`src/rtl/pgr_apb_arb_pkg.sv`:
```
// Shared types and constants for the two-master APB arbiter (pgr_apb_arbiter_32bit).
// The timeout constants are used only when APB_TIMEOUT_EN is defined.
package pgr_apb_arb_pkg;

    typedef enum logic [1:0] {
        ST_IDLE   = 2'd0,
        ST_SETUP  = 2'd1,
        ST_ACCESS = 2'd2,
        ST_RESP   = 2'd3
    } arb_state_e;

    localparam logic [31:0] TIMEOUT_RDATA = 32'hDEAD_BEEF;
    localparam int          TMO_CNT_W     = 16;

    // A tie goes to the master that was not served last; otherwise the lone requester wins.
    function automatic logic rr_pick(input logic [1:0] req, input logic rr_last);
        if (req == 2'b11) begin
            return ~rr_last;
        end
        return req[1];
    endfunction

endpackage

```
`src/rtl/pgr_apb_rr_arb2.sv`:
```
// Combinational two-way round-robin picker: winner index plus a valid flag.
module pgr_apb_rr_arb2
    import pgr_apb_arb_pkg::*;
(
    input  logic [1:0] req,
    input  logic       rr_last,
    output logic       gnt,
    output logic       gnt_vld
);

    assign gnt     = rr_pick(req, rr_last);
    assign gnt_vld = |req;

endmodule

```
`src/rtl/pgr_apb_arbiter_32bit.sv`:
```
// Two-master to one-slave APB arbiter: terminates each master transfer and replays it to the slave.
// Optional ACCESS-phase timeout is enabled with the APB_TIMEOUT_EN macro.
module pgr_apb_arbiter_32bit
    import pgr_apb_arb_pkg::*;
#(
    parameter int AW          = 16,
    parameter int DW          = 32,
    parameter int SW          = 4,
    parameter int TIMEOUT_CYC = 1024
) (
    input  logic          i_clk,
    input  logic          i_rst_n,
    input  logic          i_m0_sel,
    input  logic          i_m0_enable,
    input  logic          i_m0_we,
    input  logic [AW-1:0] i_m0_addr,
    input  logic [DW-1:0] i_m0_wdata,
    input  logic [SW-1:0] i_m0_strb,
    output logic          o_m0_ready,
    output logic [DW-1:0] o_m0_rdata,
    input  logic          i_m1_sel,
    input  logic          i_m1_enable,
    input  logic          i_m1_we,
    input  logic [AW-1:0] i_m1_addr,
    input  logic [DW-1:0] i_m1_wdata,
    input  logic [SW-1:0] i_m1_strb,
    output logic          o_m1_ready,
    output logic [DW-1:0] o_m1_rdata,
    output logic          o_s_sel,
    output logic          o_s_enable,
    output logic          o_s_we,
    output logic [AW-1:0] o_s_addr,
    output logic [DW-1:0] o_s_wdata,
    output logic [SW-1:0] o_s_strb,
    input  logic          i_s_ready,
    input  logic [DW-1:0] i_s_rdata,
    output logic          o_busy,
    output logic          o_grant,
    output logic          o_timeout
);

    arb_state_e    state_reg;
    logic          rr_last_reg;
    logic          grant_reg;
    logic          busy_reg;
    logic          s_sel_reg;
    logic          s_enable_reg;
    logic          s_we_reg;
    logic [AW-1:0] s_addr_reg;
    logic [DW-1:0] s_wdata_reg;
    logic [SW-1:0] s_strb_reg;
    logic [1:0]    m_ready_reg;
    logic [DW-1:0] m0_rdata_reg;
    logic [DW-1:0] m1_rdata_reg;

    logic [1:0]    req;
    logic          arb_gnt;
    logic          arb_gnt_vld;
    logic          resp_go;
    logic [DW-1:0] resp_data;

    // Only the master ACCESS phase is a request; SETUP alone is ignored.
    assign req = {i_m1_sel & i_m1_enable, i_m0_sel & i_m0_enable};

    pgr_apb_rr_arb2 u_rr_arb2 (
        .req     (req),
        .rr_last (rr_last_reg),
        .gnt     (arb_gnt),
        .gnt_vld (arb_gnt_vld)
    );

`ifdef APB_TIMEOUT_EN
    logic [TMO_CNT_W-1:0] tmo_cnt_reg;
    logic                 timeout_reg;
    logic                 tmo_hit;

    always_comb begin
        resp_go   = 1'b0;
        resp_data = i_s_rdata;
        tmo_hit   = 1'b0;
        if (state_reg == ST_ACCESS) begin
            if (i_s_ready) begin
                resp_go = 1'b1;
            end else if (tmo_cnt_reg == TMO_CNT_W'(TIMEOUT_CYC - 1)) begin
                resp_go   = 1'b1;
                tmo_hit   = 1'b1;
                resp_data = DW'(TIMEOUT_RDATA);
            end
        end
    end

    assign o_timeout = timeout_reg;
`else
    logic unused_timeout_cyc;

    always_comb begin
        resp_go   = (state_reg == ST_ACCESS) && i_s_ready;
        resp_data = i_s_rdata;
    end

    assign unused_timeout_cyc = (TIMEOUT_CYC > 0);
    assign o_timeout          = 1'b0;
`endif

    always_ff @(posedge i_clk or negedge i_rst_n) begin
        if (!i_rst_n) begin
            state_reg    <= ST_IDLE;
            rr_last_reg  <= 1'b1;
            grant_reg    <= 1'b0;
            busy_reg     <= 1'b0;
            s_sel_reg    <= 1'b0;
            s_enable_reg <= 1'b0;
            s_we_reg     <= 1'b0;
            s_addr_reg   <= '0;
            s_wdata_reg  <= '0;
            s_strb_reg   <= '0;
            m_ready_reg  <= '0;
            m0_rdata_reg <= '0;
            m1_rdata_reg <= '0;
`ifdef APB_TIMEOUT_EN
            tmo_cnt_reg  <= '0;
            timeout_reg  <= 1'b0;
`endif
        end else begin
            m_ready_reg <= '0;
`ifdef APB_TIMEOUT_EN
            timeout_reg <= 1'b0;
`endif
            case (state_reg)
                ST_IDLE: begin
                    if (arb_gnt_vld) begin
                        grant_reg   <= arb_gnt;
                        s_we_reg    <= arb_gnt ? i_m1_we    : i_m0_we;
                        s_addr_reg  <= arb_gnt ? i_m1_addr  : i_m0_addr;
                        s_wdata_reg <= arb_gnt ? i_m1_wdata : i_m0_wdata;
                        s_strb_reg  <= arb_gnt ? i_m1_strb  : i_m0_strb;
                        s_sel_reg   <= 1'b1;
                        busy_reg    <= 1'b1;
                        state_reg   <= ST_SETUP;
                    end
                end
                ST_SETUP: begin
                    s_enable_reg <= 1'b1;
`ifdef APB_TIMEOUT_EN
                    tmo_cnt_reg  <= '0;
`endif
                    state_reg    <= ST_ACCESS;
                end
                ST_ACCESS: begin
                    if (resp_go) begin
                        // Ready and read data are registered so both land in the RESP cycle.
                        s_sel_reg              <= 1'b0;
                        s_enable_reg           <= 1'b0;
                        m_ready_reg[grant_reg] <= 1'b1;
                        if (grant_reg) begin
                            m1_rdata_reg <= resp_data;
                        end else begin
                            m0_rdata_reg <= resp_data;
                        end
`ifdef APB_TIMEOUT_EN
                        timeout_reg <= tmo_hit;
`endif
                        state_reg <= ST_RESP;
                    end
`ifdef APB_TIMEOUT_EN
                    else begin
                        tmo_cnt_reg <= tmo_cnt_reg + 1'b1;
                    end
`endif
                end
                ST_RESP: begin
                    busy_reg    <= 1'b0;
                    rr_last_reg <= grant_reg;
                    state_reg   <= ST_IDLE;
                end
                default: begin
                    state_reg <= ST_IDLE;
                end
            endcase
        end
    end

    assign o_m0_ready = m_ready_reg[0];
    assign o_m1_ready = m_ready_reg[1];
    assign o_m0_rdata = m0_rdata_reg;
    assign o_m1_rdata = m1_rdata_reg;
    assign o_s_sel    = s_sel_reg;
    assign o_s_enable = s_enable_reg;
    assign o_s_we     = s_we_reg;
    assign o_s_addr   = s_addr_reg;
    assign o_s_wdata  = s_wdata_reg;
    assign o_s_strb   = s_strb_reg;
    assign o_busy     = busy_reg;
    assign o_grant    = grant_reg;

endmodule

```
`config.mk`:
```
export PLATFORM = sky130hd
export DESIGN_NAME = pgr_apb_arbiter_32bit
export DESIGN_NICKNAME = d
export VERILOG_FILES = /design/src/rtl/pgr_apb_arb_pkg.sv /design/src/rtl/pgr_apb_rr_arb2.sv /design/src/rtl/pgr_apb_arbiter_32bit.sv
export SDC_FILE = /design/constraint.sdc
export NUM_CORES = 1
export LEC_CHECK = 0
export ABC_AREA = 1
export BUFFER_PORTS_ARGS = -buffer_cell sky130_fd_sc_hd__buf_2
export CELL_PAD_IN_SITES_DETAIL_PLACEMENT = 1
export CELL_PAD_IN_SITES_GLOBAL_PLACEMENT = 2
export CORE_MARGIN = 1.5
export CORE_UTILIZATION = 27
export DETAILED_ROUTE_END_ITERATION = 8
export GPL_ROUTABILITY_DRIVEN = 0
export PLACE_DENSITY = 0.92
export SYNTH_ARGS = -nofsm -noshare
export SYNTH_HDL_FRONTEND = slang
export SYNTH_SLANG_ARGS = --single-unit
```
`constraint.sdc`:
```
create_clock -name i_clk -period 4.4 [get_ports i_clk]
set_clock_uncertainty 0.1 [all_clocks]
set_input_delay 0.66 -clock i_clk [delete_from_list [all_inputs] [get_ports i_clk]]
set_output_delay 0.66 -clock i_clk [all_outputs]
set_load 0.02 [all_outputs]
```
==> out/summary.md, run 1 <==
## Finish
- 8060 um^2 — Layout Cell Area excl Fill
- 3150 um^2 — area used by sequential logic in the layout
- 1183 — nets
- 35.7% — synthesis-to-finish area growth
- 2150 um^2 — multi-input combinational cell area
- 2732 — fill count
- 0.304 — fraction of layout cells with a size suffix above 1

## Drt
- 4.48 — average vias per placed instance
- 15.6 um — Wirelength per Cell
- 0 — antenna-violating nets left
- 0 — DRC
- 5944 — via count
- 20700 um — Post-Route WL
- 250 — number of DRC markers after the initial detailed-route iteration
- 4 — Detailed Routing Iterations Pass 1

## Floorplan
- 151 um — die outline width
- 21700 um^2 — Core ar.
- 22900 um^2 — full die area
- 0.274 — initial cell density of the core
- 151 um — Vert. Die Dim
- 269 — number of top-level pins
- 54 — Cell Rows

## Clock tree
- sky130_fd_sc_hd__clkbuf_16 — Root Driver
- 0 — count of cells resized by post-cts repair
- 0 — hold-fix buffer count after cts
- 0.06 ns — clock transition at the register clock pins on the worst setup and hold paths after CTS
- 0.41 ns — clock latency at the later pin of the worst-skew pair
- 17 — CTS Buf Count
- 4 — CTS HTree Levels
- done — CTS tree
- 126 — number of sinks on the clock net
- 2 — maximum buffer depth of the clock tree
- 0 — buffers inserted by post-CTS timing repair

## Logic synthesis
- 0.526 — Synth top area share
- 0 — synthesis warning total
- 0.531 — sequential fraction of the synthesis area
- sky130_fd_sc_hd__dfrtp_1 — biggest area consumer among synthesized cells
- sky130_fd_sc_hd__nand2_1 — most frequently used cell type in the post-synthesis netlist
- 126 — register bit total from synthesis
- 5940 um^2 — post-synthesis instance area
- 0 — number of enable flip-flop cells after synthesis
- 1.00 — fraction of registers with async set/reset
- sky130_fd_sc_hd__dfrtp_1 — Synth Flop Type
- 21 — Cell variety after synth
- 931 — post-synthesis net count
- 780 — cells after synthesis
- sky130_fd_sc_hd__nand2_1, sky130_fd_sc_hd__dfrtp_1, sky130_fd_sc_hd__inv_1, sky130_fd_sc_hd__nand3_1, sky130_fd_sc_hd__o21ai_0 — most numerous cell types in the synthesized netlist
- 7.62 um^2 — mean post-synth cell area
- sky130_fd_sc_hd__dfrtp_1, sky130_fd_sc_hd__nand2_1, sky130_fd_sc_hd__nand3_1, sky130_fd_sc_hd__inv_1, sky130_fd_sc_hd__o21ai_0 — Synth area leaders

## Worst setup path
- 2.75 ns — arrival time of the worst setup path
- sky130_fd_sc_hd__nand2_1 — cell mode on critical path
- sky130_fd_sc_hd__nor2_4 — cell with the biggest individual delay on the critical path
- 4.65 ns — worst endpoint required time
- 35 — highest fanout seen on the critical path
- reg -> reg — critical path type
- flop — Critical Path Start Type
- flop — endpoint type of the worst setup path
- 0.82 ns — Slowest Stage Delay on Critical Path
- inv_1, ha_1, nand2_2, nor2_4, nand2_1, nand2_1 — cell-by-cell trace of the critical path

## STA
- 0 — max-slew violation total from the final report
- 0.218 — max-slew headroom at the worst pin
- 401 MHz — FMAX
- 2.50 ns — final critical-path required period
- 0 — Final Hold Fails
- 0 ns — final sum of negative setup slack
- 0 — Final Setup Violations
- no — unrepaired setup endpoints after global routing
- 1.90 ns — worst setup slack after layout
- 0.567 — Tcrit/Tclk final
- 1.17 ns — transition time at the pin with the least slew margin

## Global routing
- 78 — pin count of the biggest net entering global routing
- 0.184 — aggregate global-route resource usage
- 2 — number of antenna violations at the first check in global routing
- 0 — global-route congestion overflow total
- 32400 um — wire length of the first global-routing pass
- 6188 — via count of the first global-routing pass

## Job
- 0 — number of max-capacitance violations reported

## Power and ir drop
- 698 nW/um^2 — Pwr Density
- 0.00496 uW — leakage power of the design
- 0.265 mV — maximum resistive drop on vdd

## Placement
- 1.60 ns — pre-CTS WS
- 7480 um^2 — placement-stage cell area
- 14300 um — placed wire-length estimate
- 267 — # port buffers

## Run status
- finished clean — outcome

## Min path
- in -> async — kind of path behind the tightest hold check

## worst max-delay path, delay by kind of cell (launching register included)
kind | cells | cell delay, ns
simple gates | 4 | 1.50
flops | 1 | 0.42
fa+ha+maj | 1 | 0.27
buf+inv | 1 | 0.14
## layer usage
metal / part of all wire / vias to the layer above / global-route usage
met5: 0 / - / 0
met4: 0.016 / 0 / 0.0510
met3: 0.087 / 24 / 0.0642
met2: 0.48 / 200 / 0.315
met1: 0.42 / 2851 / 0.217
li1: - / 2869 / -
## cell usage in the layout, fill, tap and decap left out, types with 6 or more instances in the layout
| cell type | n |
|---|---|
| sky130_fd_sc_hd__nand3_1 | 109 |
| sky130_fd_sc_hd__inv_1 | 112 |
| sky130_fd_sc_hd__o21ai_0 | 36 |
| sky130_fd_sc_hd__clkbuf_16 | 17 |
| sky130_fd_sc_hd__dfrtp_1 | 125 |
| sky130_fd_sc_hd__nand2_1 | 333 |
| sky130_fd_sc_hd__buf_2 | 266 |
| sky130_fd_sc_hd__buf_4 | 7 |
| sky130_fd_sc_hd__ha_1 | 6 |
| sky130_fd_sc_hd__inv_6 | 8 |
## through the flow
stage | instances | total power, uW | utilization | hold slack (ns)
global placement | 1293 | 4190 | 0.345 | 0.359
global route | 1327 | 6030 | 0.372 | 0.232
CTS | 1325 | 5710 | 0.371 | 0.213
floorplan | 780 | 3330 | - | 0.264
finish | 1328 | 5620 | 0.372 | 0.184
detailed placement | 1293 | 4270 | 0.345 | 0.360
## final timing paths
check | from | to | slack, ns | cells past startpoint
min in group i_clk | i_s_rdata[20] | o_m0_rdata[20] | 0.35 | 3
max in group asynchronous | i_rst_n | rr_last_reg | 3.13 | 2
hold reg to reg | o_m0_rdata[7] | o_m0_rdata[7] | 0.38 | 2
hold / removal | i_rst_n | o_s_wdata[30] | 0.18 | 1
setup / recovery | state_reg[0] | o_m1_rdata[30] | 1.90 | 6
setup reg to reg | state_reg[0] | o_m1_rdata[30] | 1.90 | 6
## final cells by class
type | count | area share
flip-flops and latches | 126 | 0.391
multi-input cells | 498 | 0.267
repair buffers | 274 | 0.173
inverters | 115 | 0.0535
clock buffers | 17 | 0.0528
well taps | 280 | 0.0434
clock inverters | 15 | 0.0186
diodes | 3 | 0.000931
## where the power goes
part | leakage [uW] | total, uW | switching (uW) | internal (uW)
sequential | 0.00160 | 1970 | 296 | 1680
combinational | 0.00308 | 2250 | 1540 | 709
clock | 0.000282 | 1400 | 607 | 798
total | 0.00496 | 5620 | 2440 | 3180
## cell families (layout without fill, tap and decap cells)
family	Yosys count	in the layout	synth area share
buf+inv	156	421	0.108
mux	1	1	0.00189
flops	126	126	0.531
simple gates	451	451	0.311
compound gates	39	39	0.0347
other cells	1	4	0.000631
fa+ha+maj	6	6	0.0126
(Power assumes the default switching activity.)
==> run 2, diff against run 1 <==
--- a/config.mk
+++ b/config.mk
@@ -10,10 +10,10 @@
 export CELL_PAD_IN_SITES_DETAIL_PLACEMENT = 1
 export CELL_PAD_IN_SITES_GLOBAL_PLACEMENT = 2
 export CORE_MARGIN = 1.5
-export CORE_UTILIZATION = 27
+export CORE_UTILIZATION = 25
 export DETAILED_ROUTE_END_ITERATION = 8
 export GPL_ROUTABILITY_DRIVEN = 0
-export PLACE_DENSITY = 0.92
+export PLACE_DENSITY = 0.86
 export SYNTH_ARGS = -nofsm -noshare
 export SYNTH_HDL_FRONTEND = slang
 export SYNTH_SLANG_ARGS = --single-unit
==> constraint.sdc (replaced) <==
create_clock -name i_clk -period 2.6 [get_ports i_clk]
set_clock_uncertainty 0.1 [all_clocks]
set_input_delay 0.39 -clock i_clk [delete_from_list [all_inputs] [get_ports i_clk]]
set_output_delay 0.39 -clock i_clk [all_outputs]
set_load 0.02 [all_outputs]
==> run 2 against run 1 <==
Compared with the run above: utilization decreased by 1.9 points; register-to-register slack got worse by 1.2 ns; clock power increased by 76%; highest routed layer is now met5; combinational power increased by 72%; largest power group unchanged; critical endpoint is now o_m0_rdata[26]; non-clock buffer count increased by 12; power increased by 71%; routed wire length decreased by 0.58%; maximum frequency increased by 32%; global-route usage decreased by 1.4 points; sequential cell count unchanged; via count decreased by 0.13%.
==> out/summary.md, run 2 (same netlist as run 1, synthesis figures left out) <==
## Floorplan
- 23400 um^2 — Core ar.
- 157 um — die outline width
- 24700 um^2 — full die area
- 56 — Cell Rows
- 0.254 — initial cell density of the core
- 269 — number of top-level pins
- 157 um — Vert. Die Dim

## Worst setup path
- flop — endpoint type of the worst setup path
- inv_1, ha_1, inv_2, nor2_1, nand3_1, inv_2, nand2_1, nand2_1 — cell-by-cell trace of the critical path
- flop — Critical Path Start Type
- 0.47 ns — Slowest Stage Delay on Critical Path
- 33 — highest fanout seen on the critical path
- sky130_fd_sc_hd__inv_2 — cell with the biggest individual delay on the critical path
- 2.14 ns — arrival time of the worst setup path
- 2.86 ns — worst endpoint required time
- reg -> reg — critical path type

## STA
- 0 — max-slew violation total from the final report
- no — unrepaired setup endpoints after global routing
- 0 ns — final sum of negative setup slack
- 0.599 — max-slew headroom at the worst pin
- 529 MHz — FMAX
- 1.89 ns — final critical-path required period
- 0 — Final Hold Fails
- 0.727 — Tcrit/Tclk final
- 0.711 ns — worst setup slack after layout
- 0 — Final Setup Violations
- 0.600 ns — transition time at the pin with the least slew margin
- 0.0791 ns — worst hold slack

## Finish
- 0.311 — fraction of layout cells with a size suffix above 1
- 1195 — nets
- 8250 um^2 — Layout Cell Area excl Fill
- sky130_fd_sc_hd__nand2_1 — most common library cell in the layout ignoring fill and taps
- sky130_fd_sc_hd__nand2_1, sky130_fd_sc_hd__buf_2, sky130_fd_sc_hd__dfrtp_1 — most frequent cells in the layout
- 38.8% — synthesis-to-finish area growth
- 2150 um^2 — multi-input combinational cell area
- 2997 — fill count
- 3150 um^2 — area used by sequential logic in the layout
- 0.353 — Post-Route Utilization
- 0 — diodes inserted

## Drt
- 5936 — via count
- 0 — antenna-violating nets left
- 4.31 — average vias per placed instance
- 0 — DRC
- 20600 um — Post-Route WL
- 4 — Detailed Routing Iterations Pass 1
- 14.9 um — Wirelength per Cell
- 217 — number of DRC markers after the initial detailed-route iteration

## Clock tree
- sky130_fd_sc_hd__clkbuf_16 — Root Driver
- done — CTS tree
- 0.07 ns — clock transition at the register clock pins on the worst setup and hold paths after CTS
- 126 — number of sinks on the clock net
- 0.41 ns — clock latency at the later pin of the worst-skew pair
- 4 — CTS HTree Levels
- 2 — maximum buffer depth of the clock tree
- 17 — CTS Buf Count
- 0 — count of cells resized by post-cts repair

## Global routing
- 32500 um — wire length of the first global-routing pass
- 3 — number of antenna violations at the first check in global routing
- 48 — pin count of the biggest net entering global routing
- 0.169 — aggregate global-route resource usage
- 6198 — via count of the first global-routing pass
- 0 — global-route congestion overflow total

## Power and ir drop
- 1170 nW/um^2 — Pwr Density
- 0.00504 uW — leakage power of the design
- 0.412 mV — maximum resistive drop on vdd

## Placement
- 0.673 ns — pre-CTS WS
- 267 — # port buffers
- 7640 um^2 — placement-stage cell area
- 14600 um — placed wire-length estimate

## Run status
- finished clean — outcome

## Min path
- in -> reg — kind of path behind the tightest hold check

## Job
- 0 — number of max-capacitance violations reported

-- run 2: cell count changes in the layout (fill, tap and decap cells not counted), moves of 2 or more --
cell,change
sky130_fd_sc_hd__buf_4,+9
sky130_fd_sc_hd__inv_6,-5
sky130_fd_sc_hd__diode_2,-3
sky130_fd_sc_hd__inv_8,+3
sky130_fd_sc_hd__buf_12,+2
-- run 2: layer usage --
metal	wire length (um)	up-vias	GRT usage
met3	1800	22	0.0653
li1	-	2888	-
met2	9440	185	0.282
met5	43	-	0
met1	9060	2835	0.205
met4	228	6	0.0431
-- run 2: timing repair --
action | in CTS | in global routing
hold buffers | 1 | 0
setup buffers | 0 | 0
endpoints found under the hold margin | 42 | 0
-- run 2: metrics by stage --
step | total power, uW | std cells
5_1_grt | 10300 | 1376
3_3_place_gp | 7170 | 1343
6_report | 9630 | 1376
4_1_cts | 9800 | 1376
3_5_place_dp | 7260 | 1343
2_1_floorplan | 5640 | 780
-- run 2: worst max-delay path: cells and delay by family, from the launching register on --
| family | cells | cell delay [ns] |
|---|---|---|
| adders and majority gates | 1 | 0.24 |
| buffers and inverters | 3 | 0.66 |
| DFF | 1 | 0.41 |
| and+or+nand+nor | 4 | 0.41 |
-- run 2: layout make-up --
class	count	share of cell area
multi-input combinational	498	0.261
sequential	126	0.382
clock buffer	17	0.0516
clock inverter	15	0.0217
timing repair buffer	286	0.183
tap	319	0.0484
inverter	115	0.0523
-- run 2: worst paths after layout --
path | from | to | slack [ns] | depth (start not counted)
setup reg to reg | state_reg[0] | o_m0_rdata[26] | 0.71 | 8
setup / recovery | state_reg[0] | o_m0_rdata[26] | 0.71 | 8
hold reg to reg | o_s_wdata[23] | o_s_wdata[23] | 0.37 | 2
min in group asynchronous | i_rst_n | o_s_strb[3] | 0.37 | 2
max in group asynchronous | i_rst_n | o_m1_rdata[16] | 1.36 | 3
hold / removal | i_s_rdata[17] | o_m0_rdata[17] | 0.08 | 3
-- run 2: power breakdown --
part | internal [uW] | switching [uW] | total [uW]
clock network | 1450 | 1020 | 2470
logic | 1230 | 2640 | 3870
registers | 2840 | 457 | 3290
total | 5520 | 4110 | 9630
==> run 3, diff against run 2 <==
--- a/config.mk
+++ b/config.mk
@@ -10,10 +10,10 @@
 export CELL_PAD_IN_SITES_DETAIL_PLACEMENT = 1
 export CELL_PAD_IN_SITES_GLOBAL_PLACEMENT = 2
 export CORE_MARGIN = 1.5
-export CORE_UTILIZATION = 25
+export CORE_UTILIZATION = 23
 export DETAILED_ROUTE_END_ITERATION = 8
 export GPL_ROUTABILITY_DRIVEN = 0
-export PLACE_DENSITY = 0.86
+export PLACE_DENSITY = 0.84
 export SYNTH_ARGS = -nofsm -noshare
 export SYNTH_HDL_FRONTEND = slang
 export SYNTH_SLANG_ARGS = --single-unit
==> constraint.sdc (replaced) <==
create_clock -name i_clk -period 1.5 [get_ports i_clk]
set_clock_uncertainty 0.1 [all_clocks]
set_input_delay 0.225 -clock i_clk [delete_from_list [all_inputs] [get_ports i_clk]]
set_output_delay 0.225 -clock i_clk [all_outputs]
set_load 0.02 [all_outputs]
==> run 3 against run 2 <==
Compared with the run above: the run now ends with negative setup slack left; via count grew 5.6%; cell count is 6.8% higher; clock power increased by 66%; register-to-register slack worse by 0.75 ns; non-clock buffer count is 81 higher; combinational power up 110%; routed wire length increased by 11%; sequential share of layout area fell by 5.6 points; cell area increased by 17%; die area grew 8.5%; maximum frequency rose by 23%; clock-buffer cell count unchanged; largest power group unchanged.
==> out/summary.md, run 3 (same netlist as run 1, synthesis figures left out) <==
## Clock tree
- done — CTS tree
- 126 — number of sinks on the clock net
- 2 — maximum buffer depth of the clock tree
- 0.07 ns — clock transition at the register clock pins on the worst setup and hold paths after CTS
- 4 — CTS HTree Levels
- sky130_fd_sc_hd__clkbuf_16 — Root Driver
- 17 — CTS Buf Count
- 0.41 ns — clock latency at the later pin of the worst-skew pair

## Worst setup path
- 1.75 ns — worst endpoint required time
- o_s_wdata[3] — r2r endpoint
- flop — endpoint type of the worst setup path
- 1.79 ns — arrival time of the worst setup path
- 9 — highest fanout seen on the critical path
- -0.04 ns — Register-to-Register Setup Slack
- state_reg[0] — source of the worst register-to-register timing path
- reg -> reg — critical path type
- flop — Critical Path Start Type
- 8 — length in cells of the worst reg-to-reg path

## STA
- 0 — max-slew violation total from the final report
- 1.54 ns — final critical-path required period
- 649 MHz — FMAX
- -0.0409 ns — worst setup slack after layout
- 0 — Final Hold Fails
- -0.516 ns — final sum of negative setup slack
- 35 — Final Setup Violations
- 1.03 — Tcrit/Tclk final
- yes — unrepaired setup endpoints after global routing

## Power and ir drop
- 0.431 — share of total power consumed by net switching
- 0.453 — combinational cell fraction of total power
- 0.00557 uW — leakage power of the design
- 18000 uW — final total power
- 1860 nW/um^2 — Pwr Density
- 0.319 — share of power burned in registers
- 0.228 — clock network power share
- 0.672 mV — maximum resistive drop on vdd
- 10200 uW — internal power contribution
- 7750 uW — NetSw

## Drt
- 0 — antenna-violating nets left
- 22900 um — Post-Route WL
- 0 — DRC
- 15.6 um — Wirelength per Cell
- 229 — number of DRC markers after the initial detailed-route iteration
- 4.26 — average vias per placed instance
- 6269 — via count
- 4 — Detailed Routing Iterations Pass 1

## Global routing
- 0.165 — aggregate global-route resource usage
- 2 — number of antenna violations at the first check in global routing
- 34400 um — wire length of the first global-routing pass
- 54 — pin count of the biggest net entering global routing
- 6430 — via count of the first global-routing pass
- 0 — global-route congestion overflow total

## Min path
- o_s_wdata[20] — Hold Path Sink
- in -> reg — kind of path behind the tightest hold check
- 5 — Worst Hold Depth
- i_m0_wdata[20] — launch instance of the worst min-delay path

## Floorplan
- 164 um — Vert. Die Dim
- 25300 um^2 — Core ar.
- 164 um — die outline width
- 0.235 — initial cell density of the core
- 58 — Cell Rows
- 269 — number of top-level pins
- 26800 um^2 — full die area

## Finish
- 0.377 — fraction of layout cells with a size suffix above 1
- 1470 — count of non-filler cells in the finished layout
- 62.8% — synthesis-to-finish area growth
- sky130_fd_sc_hd__nand2_1, sky130_fd_sc_hd__buf_2, sky130_fd_sc_hd__dfrtp_1 — most frequent cells in the layout
- sky130_fd_sc_hd__nand2_1 — most common library cell in the layout ignoring fill and taps
- 1276 — nets

## Placement
- -0.118 ns — pre-CTS WS
- 14800 um — placed wire-length estimate
- 1373 — number of cells after detailed placement
- 267 — # port buffers

## Run status
- negative setup slack — violated checks
- finished, violations left — outcome

## Job
- 0 — number of max-capacitance violations reported

run 3: cell count changes in the layout (fill, tap and decap cells not counted), sizes merged:
cell and change:
clkinv -1, bufinv -2, inv +3, diode +2, dlygate4sd3 +45, buf +28, clkbuf +8
run 3: what timing repair did:
item	CTS	global route
cloned	2	9
buffers inserted	4	2
hold endpoints to repair	188	2
hold buffers	45	1
gates resized for setup	22	82
endpoints found under the setup margin	120	120
pin swaps	0	50
run 3: critical path: stages, from the launching register on:
cell	delay, ns
sky130_fd_sc_hd__dfrtp_1	0.41
sky130_fd_sc_hd__inv_4	0.12
sky130_fd_sc_hd__ha_4	0.16
sky130_fd_sc_hd__inv_4	0.04
sky130_fd_sc_hd__a21oi_4	0.12
sky130_fd_sc_hd__buf_12	0.19
sky130_fd_sc_hd__clkbuf_16	0.19
sky130_fd_sc_hd__nand3_1	0.08
sky130_fd_sc_hd__nand2_1	0.06
run 3: per-layer routing:
metal | routed length [um] | vias up | track usage
met5 | 0 | - | 0
met4 | 466 | 0 | 0.0500
met3 | 1180 | 25 | 0.0371
met2 | 11200 | 160 | 0.283
met1 | 10000 | 3018 | 0.204
li1 | - | 3066 | -
run 3: how the worst max path moves through the flow:
stage	from	to	depth (start not counted)
final	state_reg[0]	o_s_wdata[3]	8
after global routing	state_reg[0]	o_s_wdata[20]	8
after CTS	state_reg[1]	o_m0_rdata[2]	8
after detailed placement	state_reg[0]	o_s_addr[9]	7
after global placement	state_reg[1]	o_s_addr[9]	7
after floorplan	state_reg[0]	o_m1_rdata[10]	7
run 3: final cells by class:
type                    instances  area, um^2
diodes                          2        5.00
clock buffers                  17         425
clock inverters                15         163
fillers                      3121       15600
inverters                     115         442
multi-input cells             498        2490
flip-flops and latches        126        3160
well taps                     330         413
repair buffers                367        2580
run 3: metrics by stage:
stage / hold slack, ns / utilization / area, um^2
2_1_floorplan: -0.171 / - / 5960
3_3_place_gp: 0.0652 / 0.314 / 7920
3_5_place_dp: 0.0647 / 0.314 / 7920
4_1_cts: -0.0670 / 0.362 / 9140
5_1_grt: 0.0238 / 0.383 / 9680
6_report: 0.0166 / 0.383 / 9680
run 3: power groups by stage:
| stage | clock [uW] | combinational [uW] | sequential, uW |
|---|---|---|---|
| final | 4100 | 8150 | 5730 |
| after detailed placement | 0 | 7170 | 5740 |
| after global routing | 4360 | 8900 | 5910 |
| after CTS | 4230 | 7670 | 5720 |
| after global placement | 0 | 7040 | 5720 |
| after floorplan | 0 | 2240 | 7530 |
